==> src/rtl/mmio_uart_pkg.sv <==
// Shared register offsets, access sizes, status bit positions and shifter
// states for the memory-mapped UART transmitter.
package mmio_uart_pkg;

   localparam logic [1:0] REG_TXDATA  = 2'd0;
   localparam logic [1:0] REG_STATUS  = 2'd1;
   localparam logic [1:0] REG_BAUDDIV = 2'd2;
   localparam logic [1:0] REG_CTRL    = 2'd3;

   localparam logic [1:0] SIZE_BYTE = 2'b00;
   localparam logic [1:0] SIZE_HALF = 2'b01;
   localparam logic [1:0] SIZE_WORD = 2'b10;

   localparam int unsigned STAT_FULL    = 0;
   localparam int unsigned STAT_EMPTY   = 1;
   localparam int unsigned STAT_BUSY    = 2;
   localparam int unsigned STAT_OVF     = 3;
   localparam int unsigned STAT_CNT_LSB = 8;

   typedef enum logic [1:0] {
      ST_IDLE,
      ST_START,
      ST_DATA,
      ST_STOP
   } tx_state_e;

   // Encoding 2'b11 is treated as a word access as well.
   function automatic logic is_word(input logic [1:0] size);
      return size[1];
   endfunction

endpackage

==> src/rtl/uart_tx_fifo.sv <==
// Synchronous FIFO for the UART transmit path; DEPTH must be a power of 2.
// A push while full is dropped, judged before any same-cycle pop.
module uart_tx_fifo #(
   parameter int unsigned DEPTH = 8,
   parameter int unsigned WIDTH = 8,
   localparam int unsigned AW = $clog2(DEPTH)
) (
   input  logic             clk,
   input  logic             rst,
   input  logic             push,
   input  logic [WIDTH-1:0] wdata,
   input  logic             pop,
   output logic [WIDTH-1:0] rdata,
   output logic             full,
   output logic             empty,
   output logic [AW:0]      count
);

   logic [AW-1:0]    wr_ptr_q, wr_ptr_d;
   logic [AW-1:0]    rd_ptr_q, rd_ptr_d;
   logic [AW:0]      count_q, count_d;
   logic [WIDTH-1:0] mem_q [DEPTH];
   logic             push_ok, pop_ok;

   assign full    = (count_q == (AW+1)'(DEPTH));
   assign empty   = (count_q == '0);
   assign count   = count_q;
   assign rdata   = mem_q[rd_ptr_q];
   assign push_ok = push & ~full;
   assign pop_ok  = pop & ~empty;

   always_comb begin
      wr_ptr_d = wr_ptr_q;
      rd_ptr_d = rd_ptr_q;
      count_d  = count_q;
      if (push_ok) wr_ptr_d = wr_ptr_q + 1'b1;
      if (pop_ok)  rd_ptr_d = rd_ptr_q + 1'b1;
      case ({push_ok, pop_ok})
         2'b10:   count_d = count_q + 1'b1;
         2'b01:   count_d = count_q - 1'b1;
         default: ;
      endcase
   end

   always_ff @(posedge clk) begin
      if (rst) begin
         wr_ptr_q <= '0;
         rd_ptr_q <= '0;
         count_q  <= '0;
      end else begin
         wr_ptr_q <= wr_ptr_d;
         rd_ptr_q <= rd_ptr_d;
         count_q  <= count_d;
      end
   end

   always_ff @(posedge clk) begin
      if (push_ok) mem_q[wr_ptr_q] <= wdata;
   end

endmodule

==> src/rtl/mmio_uart_tx.sv <==
// Memory-mapped 8N1 UART transmitter: TX FIFO, status/baud/control registers.
// Optional macro UART_TX_IRQ_EN adds the irq output and CTRL.irq_en bit.
module mmio_uart_tx
   import mmio_uart_pkg::*;
#(
   parameter int unsigned FIFO_DEPTH  = 8,
   parameter logic [15:0] DEFAULT_DIV = 16'd867
) (
   input  logic        clk,
   input  logic        rst,
   input  logic        sel,
   input  logic        we,
   input  logic [31:0] addr,
   input  logic [31:0] wd,
   input  logic [1:0]  mem_size,
   output logic [31:0] rd,
   output logic        txd
`ifdef UART_TX_IRQ_EN
   ,
   output logic        irq
`endif
);

   localparam int unsigned CW = $clog2(FIFO_DEPTH) + 1;

   tx_state_e   state_q, state_d;
   logic [15:0] baud_cnt_q, baud_cnt_d;
   logic [15:0] div_q, div_d;
   logic [2:0]  bit_idx_q, bit_idx_d;
   logic [7:0]  shift_q, shift_d;
   logic        txd_q, txd_d;
   logic        en_q, en_d;
   logic        ovf_q, ovf_d;
`ifdef UART_TX_IRQ_EN
   logic        irq_en_q, irq_en_d;
   logic        irq_q, irq_d;
`endif

   logic          wr_hit, word_wr, push, pop, busy;
   logic          fifo_full, fifo_empty;
   logic [7:0]    fifo_rdata;
   logic [CW-1:0] fifo_count;
   logic [3:0]    status_cnt;
   logic          unused_bits;

   assign wr_hit      = sel & we;
   assign word_wr     = wr_hit & is_word(mem_size);
   assign push        = wr_hit & (addr[3:2] == REG_TXDATA);
   assign busy        = (state_q != ST_IDLE);
   assign status_cnt  = 4'(fifo_count);
   assign txd         = txd_q;
   assign unused_bits = ^{addr[31:4], addr[1:0], wd[31:16]};

   uart_tx_fifo #(
      .DEPTH(FIFO_DEPTH),
      .WIDTH(8)
   ) u_fifo (
      .clk  (clk),
      .rst  (rst),
      .push (push),
      .wdata(wd[7:0]),
      .pop  (pop),
      .rdata(fifo_rdata),
      .full (fifo_full),
      .empty(fifo_empty),
      .count(fifo_count)
   );

   // The STOP bit hands straight over to the next START when data is waiting.
   always_comb begin
      state_d    = state_q;
      baud_cnt_d = baud_cnt_q;
      bit_idx_d  = bit_idx_q;
      shift_d    = shift_q;
      pop        = 1'b0;
      case (state_q)
         ST_IDLE: begin
            if (en_q && !fifo_empty) begin
               pop        = 1'b1;
               shift_d    = fifo_rdata;
               baud_cnt_d = div_q;
               state_d    = ST_START;
            end
         end
         ST_START: begin
            if (baud_cnt_q == '0) begin
               baud_cnt_d = div_q;
               bit_idx_d  = '0;
               state_d    = ST_DATA;
            end else begin
               baud_cnt_d = baud_cnt_q - 16'd1;
            end
         end
         ST_DATA: begin
            if (baud_cnt_q == '0) begin
               baud_cnt_d = div_q;
               if (bit_idx_q == 3'd7) begin
                  state_d = ST_STOP;
               end else begin
                  bit_idx_d = bit_idx_q + 3'd1;
                  shift_d   = {1'b0, shift_q[7:1]};
               end
            end else begin
               baud_cnt_d = baud_cnt_q - 16'd1;
            end
         end
         ST_STOP: begin
            if (baud_cnt_q == '0) begin
               if (en_q && !fifo_empty) begin
                  pop        = 1'b1;
                  shift_d    = fifo_rdata;
                  baud_cnt_d = div_q;
                  state_d    = ST_START;
               end else begin
                  state_d = ST_IDLE;
               end
            end else begin
               baud_cnt_d = baud_cnt_q - 16'd1;
            end
         end
         default: state_d = ST_IDLE;
      endcase

      txd_d = 1'b1;
      if (state_d == ST_START)     txd_d = 1'b0;
      else if (state_d == ST_DATA) txd_d = shift_d[0];
   end

   always_comb begin
      div_d = div_q;
      en_d  = en_q;
      ovf_d = ovf_q;
`ifdef UART_TX_IRQ_EN
      irq_en_d = irq_en_q;
      irq_d    = irq_en_q & fifo_empty & ~busy;
`endif
      if (push && fifo_full) ovf_d = 1'b1;
      if (word_wr) begin
         case (addr[3:2])
            REG_STATUS:  if (wd[STAT_OVF]) ovf_d = 1'b0;
            REG_BAUDDIV: div_d = wd[15:0];
            REG_CTRL: begin
               en_d = wd[0];
`ifdef UART_TX_IRQ_EN
               irq_en_d = wd[1];
`endif
            end
            default: ;
         endcase
      end
   end

   always_comb begin
      rd = '0;
      if (sel) begin
         case (addr[3:2])
            REG_STATUS: begin
               rd[STAT_FULL]          = fifo_full;
               rd[STAT_EMPTY]         = fifo_empty;
               rd[STAT_BUSY]          = busy;
               rd[STAT_OVF]           = ovf_q;
               rd[STAT_CNT_LSB +: 4]  = status_cnt;
            end
            REG_BAUDDIV: rd[15:0] = div_q;
            REG_CTRL: begin
               rd[0] = en_q;
`ifdef UART_TX_IRQ_EN
               rd[1] = irq_en_q;
`endif
            end
            default: ;
         endcase
      end
   end

   always_ff @(posedge clk) begin
      if (rst) begin
         state_q    <= ST_IDLE;
         baud_cnt_q <= '0;
         bit_idx_q  <= '0;
         shift_q    <= '0;
         txd_q      <= 1'b1;
         div_q      <= DEFAULT_DIV;
         en_q       <= 1'b1;
         ovf_q      <= 1'b0;
      end else begin
         state_q    <= state_d;
         baud_cnt_q <= baud_cnt_d;
         bit_idx_q  <= bit_idx_d;
         shift_q    <= shift_d;
         txd_q      <= txd_d;
         div_q      <= div_d;
         en_q       <= en_d;
         ovf_q      <= ovf_d;
      end
   end

`ifdef UART_TX_IRQ_EN
   assign irq = irq_q;

   always_ff @(posedge clk) begin
      if (rst) begin
         irq_en_q <= 1'b0;
         irq_q    <= 1'b0;
      end else begin
         irq_en_q <= irq_en_d;
         irq_q    <= irq_d;
      end
   end
`endif

endmodule

==> config.mk <==
export PLATFORM = sky130hd
export DESIGN_NAME = mmio_uart_tx
export DESIGN_NICKNAME = d
export VERILOG_FILES = /design/src/rtl/mmio_uart_pkg.sv /design/src/rtl/uart_tx_fifo.sv /design/src/rtl/mmio_uart_tx.sv
export SDC_FILE = /design/constraint.sdc
export NUM_CORES = 1
export LEC_CHECK = 0
export ABC_AREA = 1
export BUFFER_PORTS_ARGS = -buffer_cell sky130_fd_sc_hd__buf_2
export CAP_MARGIN = 20
export CORE_ASPECT_RATIO = 0.75
export CORE_MARGIN = 2
export CORE_UTILIZATION = 40
export CTS_CLUSTER_DIAMETER = 30
export CTS_CLUSTER_SIZE = 28
export DETAILED_ROUTE_END_ITERATION = 8
export REMOVE_ABC_BUFFERS = 1
export SLEW_MARGIN = 0
export SYNTH_ARGS = -nofsm -noshare
export SYNTH_HDL_FRONTEND = slang
export SYNTH_SLANG_ARGS = --single-unit
==> constraint.sdc <==
create_clock -name clk -period 4.6 [get_ports clk]
set_input_delay 0.23 -clock clk [delete_from_list [all_inputs] [get_ports clk]]
set_output_delay 0.23 -clock clk [all_outputs]
set_load 0.005 [all_outputs]
# Word-level counts from Yosys, hierarchy flattened
# Memories as Yosys holds them, arrays and structs flattened. A register that Yosys moved wholly into a read port is not among the register bits.
# Index checks and enable logic that the tools add are counted.
dict set report word_totals {
  reg_bits 58
  ramBits 64
  inputBits 70
  out_inout_bits 33
  elab_cells 98
  memories 1
}
dict set report op_classes {
  add_sub_neg 6
  eq_ne 16
  muxes 40
  bitwise 7
  n_reduce_logical 16
}
# memory depth word_bits read_ports rd_clocked_by_memory_dff wr line
set mem_list {}
lappend mem_list {u_fifo.mem_q 8 8 1 1 1 uart_tx_fifo.sv:22} ;# logic [WIDTH-1:0] mem_q [DEPTH];
# op count
set ops {}
lappend ops {{2-to-1 mux 16 bit} 4}
lappend ops {{one-hot mux 16 bit (3 select lines)} 1}
lappend ops {{2-to-1 mux 8 bit} 4}
lappend ops {{one-hot mux 8 bit (3 select lines)} 1}
lappend ops {{zero test 16 bit} 1}
lappend ops {{one-hot mux 4 bit (2 select lines)} 2}
lappend ops {{subtractor 16 x 1 -> 16 bit (second input constant)} 1}
lappend ops {{2-to-1 mux 3 bit} 5}
lappend ops {{== test 2 bit (second input constant)} 6}
lappend ops {{one-hot mux 3 bit (2 select lines)} 2}
lappend ops {{2-to-1 mux 1 bit} 11}
lappend ops {{2-to-1 mux 2 bit} 5}
lappend ops {{adder 3 x 1 -> 3 bit (second input constant)} 3}
lappend ops {{== test 2 x 1 -> 1 bit (second input constant)} 4}
lappend ops {{2-to-1 mux 4 bit} 2}
lappend ops {{!= test 2 bit (second input constant)} 4}
lappend ops {{one-hot mux 2 bit (4 select lines)} 1}
lappend ops {{AND reduction 4 bit} 2}
lappend ops {{nonzero test 2 bit} 3}
lappend ops {{AND 1 bit} 5}
lappend ops {{adder 4 x 1 -> 4 bit (second input constant)} 1}
lappend ops {{== test 4 bit (second input constant)} 1}
lappend ops {{zero test 2 bit} 2}
lappend ops {{zero test 4 bit} 1}
lappend ops {{other kinds (10)} 13}

# Logic depth before layout (Yosys ltp)
# Gate-level depths: netlist of the first run.
dict set report depth {
  depth_word 9
  depth_mapped 17
  depth_no_buf 17
}

# Modules after synthesis
# From an unflattened synthesis of the first run, not the netlist that was laid out.
dict set report unflattened {
  hier_cells 783
  hier_area_um2 6485.0
}
# module instances cells_per_inst area_per_inst_um2 seq_area_each_um2
set by_module_without_submodules {}
lappend by_module_without_submodules {mmio_uart_tx 1 507 3271.9 960.9}
lappend by_module_without_submodules {uart_tx_fifo 1 276 3213.1 2182.1}

# Worst setup path before layout of the first run
# No wires, ideal clock.
dict set report synth_path {
  path_kind {reg-to-reg}
  from {reg baud_cnt_q[0]}
  to {reg u_fifo.count_q[2] (netlist: u_fifo.count[2])}
  setup_ps 115
  arrival_time_ps 2284
  required_ps 4485
  slack_ps 2201
  path_stages_with_launch 18
  path_buffers 0
  synth_period_minus_slack_ps 2399
  path_cell_list {dfxtp_1 -> inv_1 -> ha_1 -> nand2_4 -> nor2_4 -> nand3_1 -> nand2_2 -> nand3_1 -> inv_2 -> ha_1 -> nand2_1 -> inv_1 -> nor2_1 -> ha_1 -> a21oi_1 -> xnor2_1 -> o21ai_0 -> inv_1}
}
dict set report synth_via {
  elab_chain_cells 6
  elab_cells_between_ends 8
  cone_classes {2 x eq/ne; 3 x mux; 1 x bitwise; 2 x reduce/logical}
}
# item line
set synth_rtl {}
lappend synth_rtl {{from (decl)} mmio_uart_tx.sv:27} ;# logic [15:0] baud_cnt_q, baud_cnt_d;
lappend synth_rtl {{from (signal assigned)} mmio_uart_tx.sv:188} ;# baud_cnt_q <= baud_cnt_d;
lappend synth_rtl {{zero test 16 bit (*)} mmio_uart_tx.sv:108} ;# if (baud_cnt_q == '0) begin
lappend synth_rtl {{2-to-1 mux 1 bit (*)} mmio_uart_tx.sv:108}
lappend synth_rtl {{one-hot mux 1 bit (2 select lines) (*)} mmio_uart_tx.sv:76} ;# case (state_q)
lappend synth_rtl {{AND 1 bit (*)} uart_tx_fifo.sv:30} ;# assign pop_ok = pop & ~empty;
lappend synth_rtl {{net u_fifo.pop_ok} uart_tx_fifo.sv:23} ;# logic push_ok, pop_ok;
lappend synth_rtl {{== test 2 x 1 -> 1 bit / == test 2 bit (equally long branches)} uart_tx_fifo.sv:38} ;# case ({push_ok, pop_ok})
lappend synth_rtl {{one-hot mux 4 bit (2 select lines) / nonzero test 2 bit (equally long branches)} --}
lappend synth_rtl {{to (signal assigned)} uart_tx_fifo.sv:53} ;# count_q <= count_d;
lappend synth_rtl {{to (decl)} uart_tx_fifo.sv:21} ;# logic [AW:0] count_q, count_d;
# The timed path passes the listed nets; every way through them passes the cells marked *.
# A chain may end at the register's enable or synchronous reset.

# Worst setup path after layout of the first run
# Ends and elaborated chain as after synthesis.

==> results of run 1 <==
==> critical path: stages (launching register included) <==
cell and delay (ns):
dfxtp_1 0.33, inv_1 0.13, ha_1 0.28, nand2_4 0.11, nor2_4 0.15, nand3_1 0.16
nand2_2 0.20, nand3_1 0.18, inv_2 0.16, ha_1 0.22, nand2_1 0.07, inv_1 0.07
nor2_1 0.06, ha_1 0.17, a21oi_1 0.15, xnor2_1 0.08, o21ai_0 0.18, inv_1 0.06
==> flip-flops by register name, indices dropped and copies added, names as in the netlist, named ones only <==
signal,flops
baud_cnt_q,16
bit_idx_q,3
div_q,16
en_q,1
ovf_q,1
shift_q,8
state_q,2
txd,1
u_fifo.count,4
u_fifo.mem_q,64
u_fifo.rd_ptr_q,3
u_fifo.wr_ptr_q,3
==> cells in the mapped netlist (5+ instances only) <==
| cell | number | area share [%] |
|---|---|---|
| a21oi_1 | 72 | 5.6 |
| nand4_1 | 5 | 0.49 |
| buf_2 | 7 | 0.55 |
| buf_4 | 17 | 2.0 |
| nor3_1 | 9 | 0.71 |
| o22ai_1 | 8 | 0.78 |
| o21ai_0 | 64 | 5.0 |
| nand3_1 | 43 | 3.4 |
| nor2_1 | 92 | 5.4 |
| o21ai_1 | 10 | 0.78 |
| nand2_1 | 150 | 8.8 |
| clkbuf_1 | 21 | 1.2 |
| inv_1 | 71 | 4.2 |
| dfxtp_1 | 61 | 19 |
| xor2_1 | 11 | 1.5 |
| o211ai_1 | 16 | 1.9 |
| ha_1 | 18 | 3.5 |
| edfxtp_1 | 64 | 30 |
==> worst paths after layout <==
path                                         to  slack [ns]  cells after the start
worst min-delay path                   div_q[9]        0.02                      3
worst max-delay path            u_fifo.count[2]        1.73                     17
worst max register to register  u_fifo.count[2]        1.73                     17
worst min register to register         register        0.46                      2
==> power by group <==
group          total [mW]  switching (mW)  internal [mW]
logic                1.72            1.15          0.566
clock network        1.44           0.483          0.954
registers            1.38          0.0980           1.28
==> stage by stage <==
| step | area, µm² | instances | total power, mW | utilization, % |
|---|---|---|---|---|
| global placement | 6690 | 998 | 3.08 | 43.4 |
| finish | 7320 | 1030 | 4.53 | 47.5 |
| global route | 7320 | 1030 | 4.87 | 47.5 |
| detailed placement | 6690 | 998 | 3.09 | 43.4 |
| floorplan | 6190 | 748 | 2.65 | - |
| CTS | 7320 | 1030 | 4.53 | 47.5 |
==> kinds of logic after synthesis <==
family                   Yosys count
AO/OA/AOI/OAI                    179
AND/OR/NAND/NOR                  319
flip-flops                       125
adder cells (fa/ha/maj)           18
buffers and inverters            124
XOR/XNOR                          13
other                              1
==> cell usage in the layout (no fill, tap or decap), types with 17 or more instances in the layout <==
cell type | Yosys | routed
inv_1 | 71 | 71
edfxtp_1 | 64 | 64
nor2_1 | 92 | 92
buf_2 | 7 | 39
nand2_1 | 150 | 150
dfxtp_1 | 61 | 61
ha_1 | 18 | 18
nand3_1 | 43 | 43
o21ai_0 | 64 | 64
clkbuf_16 | 0 | 17
a21oi_1 | 72 | 72
==> cell type report <==
| class | instances | area share [%] |
|---|---|---|
| clock buffers | 19 | 5.92 |
| flip-flops and latches | 125 | 43.0 |
| inverters | 78 | 4.00 |
| well taps | 205 | 3.51 |
| clock inverters | 13 | 2.68 |
| multi-input cells | 545 | 37.7 |
| repair buffers | 45 | 3.28 |
==> routing by layer <==
metal / GRT usage (%) / vias up / wire (µm)
li1: - / 2646 / -
met1: 28.6 / 2413 / 8010
met2: 28.1 / 149 / 6490
met3: 4.80 / 15 / 859
met4: 4.91 / 0 / 143
met5: 0 / - / 0
==> metrics.cfg, run 1 <==
[placement]
hpwl_mm = 10.4
numPortBuffers = 39
preCtsSetupSlack_ns = 1.79
gp_congestion = 0.883

[worst_hold_path]
hp-class = in -> reg
hold_start = wd[9]

[global_route]
antenna_found_initial = 0
grt_pass1_wl_mm = 25.4
grt.total_usage_pct = 19.3
grt_pass1_vias = 5002
grt_max_degree = 42
grt_overflow_total = 0

[sta]
drv_slew = 0
finalHoldViolCount = 0
worstMarginPinSlew_ns = 0.896
fin_crit_sh_pct = 62.4
hold_ws_ns = 0.0218
fin_ws_ns = 1.73
fmax_mhz = 348
setup_viol_count_final = 0
finalCriticalPeriod_ns = 2.87
rsz0062_at_grt = false
relSlewSlack_pct = 40.0
setup_tns_ns = 0
skew_ns = 0.00966

[routing]
vias = 5223
drt.antenna.violating_nets = 0
first_pass_iters = 5
totalWireLength_mm = 15.5
drt-initial-drc-count = 426
route.detailed.drc = 0
routedWlPerCell_um = 15.1
vias_per_cell = 5.07

[clock_network]
cts_sinks = 125
htreeDepth = 4
insertion_delay_ns = 0.42
ctsHoldBuffers = 0
clkSlewWorstSetupHoldPaths_ns = 0.05
post_cts_resized = 0
cts_tree = done
cts_made_buffers = 17
cts-root-buf = clkbuf_16
clockBufferDepth = 2
cts_setup_buffers = 0

[floorplanning]
num_io_pins = 103
initial_core_util_pct = 41.4
die_area_um2 = 17000
rows = 39
core_um2 = 15400
dieHeight_um = 113
die_x_um = 150

[synthesis]
yosys.area_share.simple_pct = 21.6
synthCells = 779
muxShareOfSynthArea_pct = 0
yosys_register_bits = 125
synth_top_family_by_area = simple AND/OR/NAND/NOR gates
synth-xor-area-share_pct = 1.78
synth-edff-count = 64
async_flop_share_pct = 0
synth-compound-area-share_pct = 15.2
postSynthAreaPerCell_um2 = 8.20
synth_ff_type = edfxtp_1
yosysWarningCount = 0
synth-seq-area-share_pct = 49.2
synth_adder_area_share_pct = 3.53
synth_area_um2 = 6390
ys_types = 41

[critical_path]
worstSetupPathType = reg -> reg
cp-startpoint = baud_cnt_q[0]
crit_fanout = 9
arrival_ns = 3.17
cp-end-kind = register
cp-start-kind = register
crit_required_ns = 4.90
r2r_start = baud_cnt_q[0]

[final_layout]
insertedDiodeCount = 0
multi_input_area_um2 = 2760
drive_above_1_share_pct = 11.6
fillCellCount = 1526
area.sequential_um2 = 3140
final_nets = 900
area_delta_synth_final_pct = 14.6

[power_and_ir_drop]
power_density_nw_per_um2 = 620
ir_drop_v = 0.000330
p_leak_nw = 3.00

[status]
status = finished, final reports clean

[job]
maxCapViolations = 0

Power figures use the tool's default switching activity.
==> run 2, diff against run 1 <==
- clock period: 4.6 -> 3 ns (I/O delays scaled with it)
==> metrics.cfg, run 2 (synthesis gave the netlist of run 1 again) <==
[clock_network]
cts_sinks = 125  ; unchanged
cts_made_buffers = 17  ; unchanged
clockBufferDepth = 2  ; unchanged
clkSlewWorstSetupHoldPaths_ns = 0.05  ; about the same
cts-root-buf = clkbuf_16
cts_tree = done
insertion_delay_ns = 0.42  ; about the same
cts_setup_buffers = 0  ; unchanged
htreeDepth = 4  ; unchanged

[sta]
drv_slew = 0  ; unchanged
rsz0062_at_grt = false
finalHoldViolCount = 0  ; unchanged
worstMarginPinSlew_ns = 0.801  ; -0.0950 ns
fin_crit_sh_pct = 88.0  ; +26 points
setup_viol_count_final = 0  ; unchanged
relSlewSlack_pct = 46.4  ; +6.4 points
setup_tns_ns = 0  ; unchanged
skew_ns = 0.00692  ; -0.00273 ns
fin_ws_ns = 0.359  ; -1.37 ns
finalCriticalPeriod_ns = 2.64  ; -0.230 ns
fmax_mhz = 379  ; +8.7%

[final_layout]
top_register = u_fifo.mem_q
insertedDiodeCount = 0  ; unchanged
largestRegisters = u_fifo.mem_q: 64 flops, baud_cnt_q: 16 flops, div_q: 16 flops
multi_input_area_um2 = 2760  ; unchanged
final_nets = 913  ; +1.4%
drive_above_1_share_pct = 12.4  ; +0.77 points
area_delta_synth_final_pct = 15.4
largest_reg_flops = 64  ; unchanged
area.sequential_um2 = 3140  ; unchanged
final_common_cell = nand2_1
fillCellCount = 1517  ; -0.59%
final_cell_count_no_fill = 1043  ; +1.3%
final_cell_mix = nand2_1, nor2_1, a21oi_1

[worst_hold_path]
hold_end = div_q[14]
hold_depth = 3  ; unchanged
hold_start = wd[14]
hp-class = in -> reg

[floorplanning]
dieHeight_um = 113  ; unchanged
core_um2 = 15400  ; unchanged
die_x_um = 150  ; unchanged
rows = 39  ; unchanged
num_io_pins = 103  ; unchanged
die_area_um2 = 17000  ; unchanged
initial_core_util_pct = 41.4  ; unchanged

[critical_path]
r2r_start = baud_cnt_q[0]
r2r_setup_slack_ns = 0.36  ; -1.37 ns
crit_fanout = 6  ; -3
arrival_ns = 2.94  ; -0.23 ns
cp-end-kind = register
rr_endpoint = u_fifo.count[3]
crit_required_ns = 3.30  ; -1.60 ns
worstSetupPathType = reg -> reg
cp-start-kind = register
rr_worst_depth = 15  ; -2

[global_route]
grt_overflow_total = 0  ; unchanged
grt_pass1_wl_mm = 25.2  ; -0.95%
grt_pass1_vias = 4852  ; -3.0%
antenna_found_initial = 0  ; unchanged
grt_max_degree = 41  ; -2.4%
grt.total_usage_pct = 19.1  ; -0.22 points

[placement]
gp_congestion = 0.867  ; -1.9%
hpwl_mm = 10.5  ; +0.85%
preCtsSetupSlack_ns = 0.351  ; -1.44 ns
place_inst = 1008  ; +1.0%
numPortBuffers = 39  ; unchanged

[routing]
routedWlPerCell_um = 14.9  ; -0.73%
drt.antenna.violating_nets = 0  ; unchanged
first_pass_iters = 5  ; unchanged
route.detailed.drc = 0  ; unchanged
vias = 5262  ; +0.75%
vias_per_cell = 5.05  ; -0.51%
drt-initial-drc-count = 549  ; +29%
totalWireLength_mm = 15.6  ; +0.52%

[job]
maxCapViolations = 0  ; unchanged

[status]
status = finished, final reports clean

[power_and_ir_drop]
power_density_nw_per_um2 = 932  ; +50%
p_leak_nw = 3.05  ; +1.4%
fin_total_pwr_mw = 6.87  ; +52%
ir_drop_v = 0.000454  ; +37%

## run 2: through the flow
stage	hold WS, ns	util [%]	area, µm²
final	0.0123	47.8	7370
after global routing	0.0166	47.8	7370
after floorplan	0.219	-	6190
after detailed placement	0.368	43.9	6760
after CTS	0.00214	47.8	7370
after global placement	0.362	43.9	6760
## run 2: how the worst max path moves through the flow
| stage | start | end | slack [ns] | cells after the start |
|---|---|---|---|---|
| after floorplan | u_fifo.count[0] | u_fifo.count[2] | 0.51 | 13 |
| after global placement | baud_cnt_q[0] | u_fifo.count[2] | 0.41 | 17 |
| after detailed placement | baud_cnt_q[0] | u_fifo.count[3] | 0.35 | 15 |
| after CTS | baud_cnt_q[0] | u_fifo.count[3] | 0.34 | 15 |
| after global routing | baud_cnt_q[0] | u_fifo.count[3] | 0.05 | 15 |
| final | baud_cnt_q[0] | u_fifo.count[3] | 0.36 | 15 |
## run 2: timing repair
item	4_1_cts	5_1_grt
endpoints found under the setup margin	0	0
hold buffers	3	0
resized for setup	0	0
endpoints found under the hold margin	3	0
## run 2: layout make-up
| class | instances | area share, % |
|---|---|---|
| clock buffers | 23 | 6.21 |
| clock inverters | 9 | 1.65 |
| well taps | 205 | 3.48 |
| inverters | 78 | 3.97 |
| repair buffers | 58 | 4.68 |
| multi-input cells | 545 | 37.4 |
| flip-flops and latches | 125 | 42.6 |
## run 2: routing by layer
layer,global-route usage [%],up-vias,share of wire [%]
met3,4.88,14,5.9
met2,27.4,144,42
li1,-,2672,-
met5,0,-,0
met1,28.8,2432,52
met4,4.28,0,0.80
## run 2: worst max-delay path, cell delays in order, from the launching register on
cell and delay, ns:
dfxtp_1 0.33, inv_1 0.11, ha_1 0.26, nand2_4 0.11, nor2_4 0.15, nand3_1 0.15
nand2_2 0.10, nand3_1 0.15, inv_2 0.15, ha_1 0.22, xor2_1 0.23, nand3_1 0.13
o31ai_1 0.09, o211ai_1 0.13, o21ai_0 0.17, a21oi_1 0.05
## run 2: where the power goes
group | total [mW] | leakage, nW | internal [mW] | switching (mW)
registers | 2.12 | 1.07 | 1.97 | 0.154
logic | 2.71 | 1.69 | 0.928 | 1.78
clock network | 2.03 | 0.282 | 1.32 | 0.717
total | 6.87 | 3.05 | 4.21 | 2.66
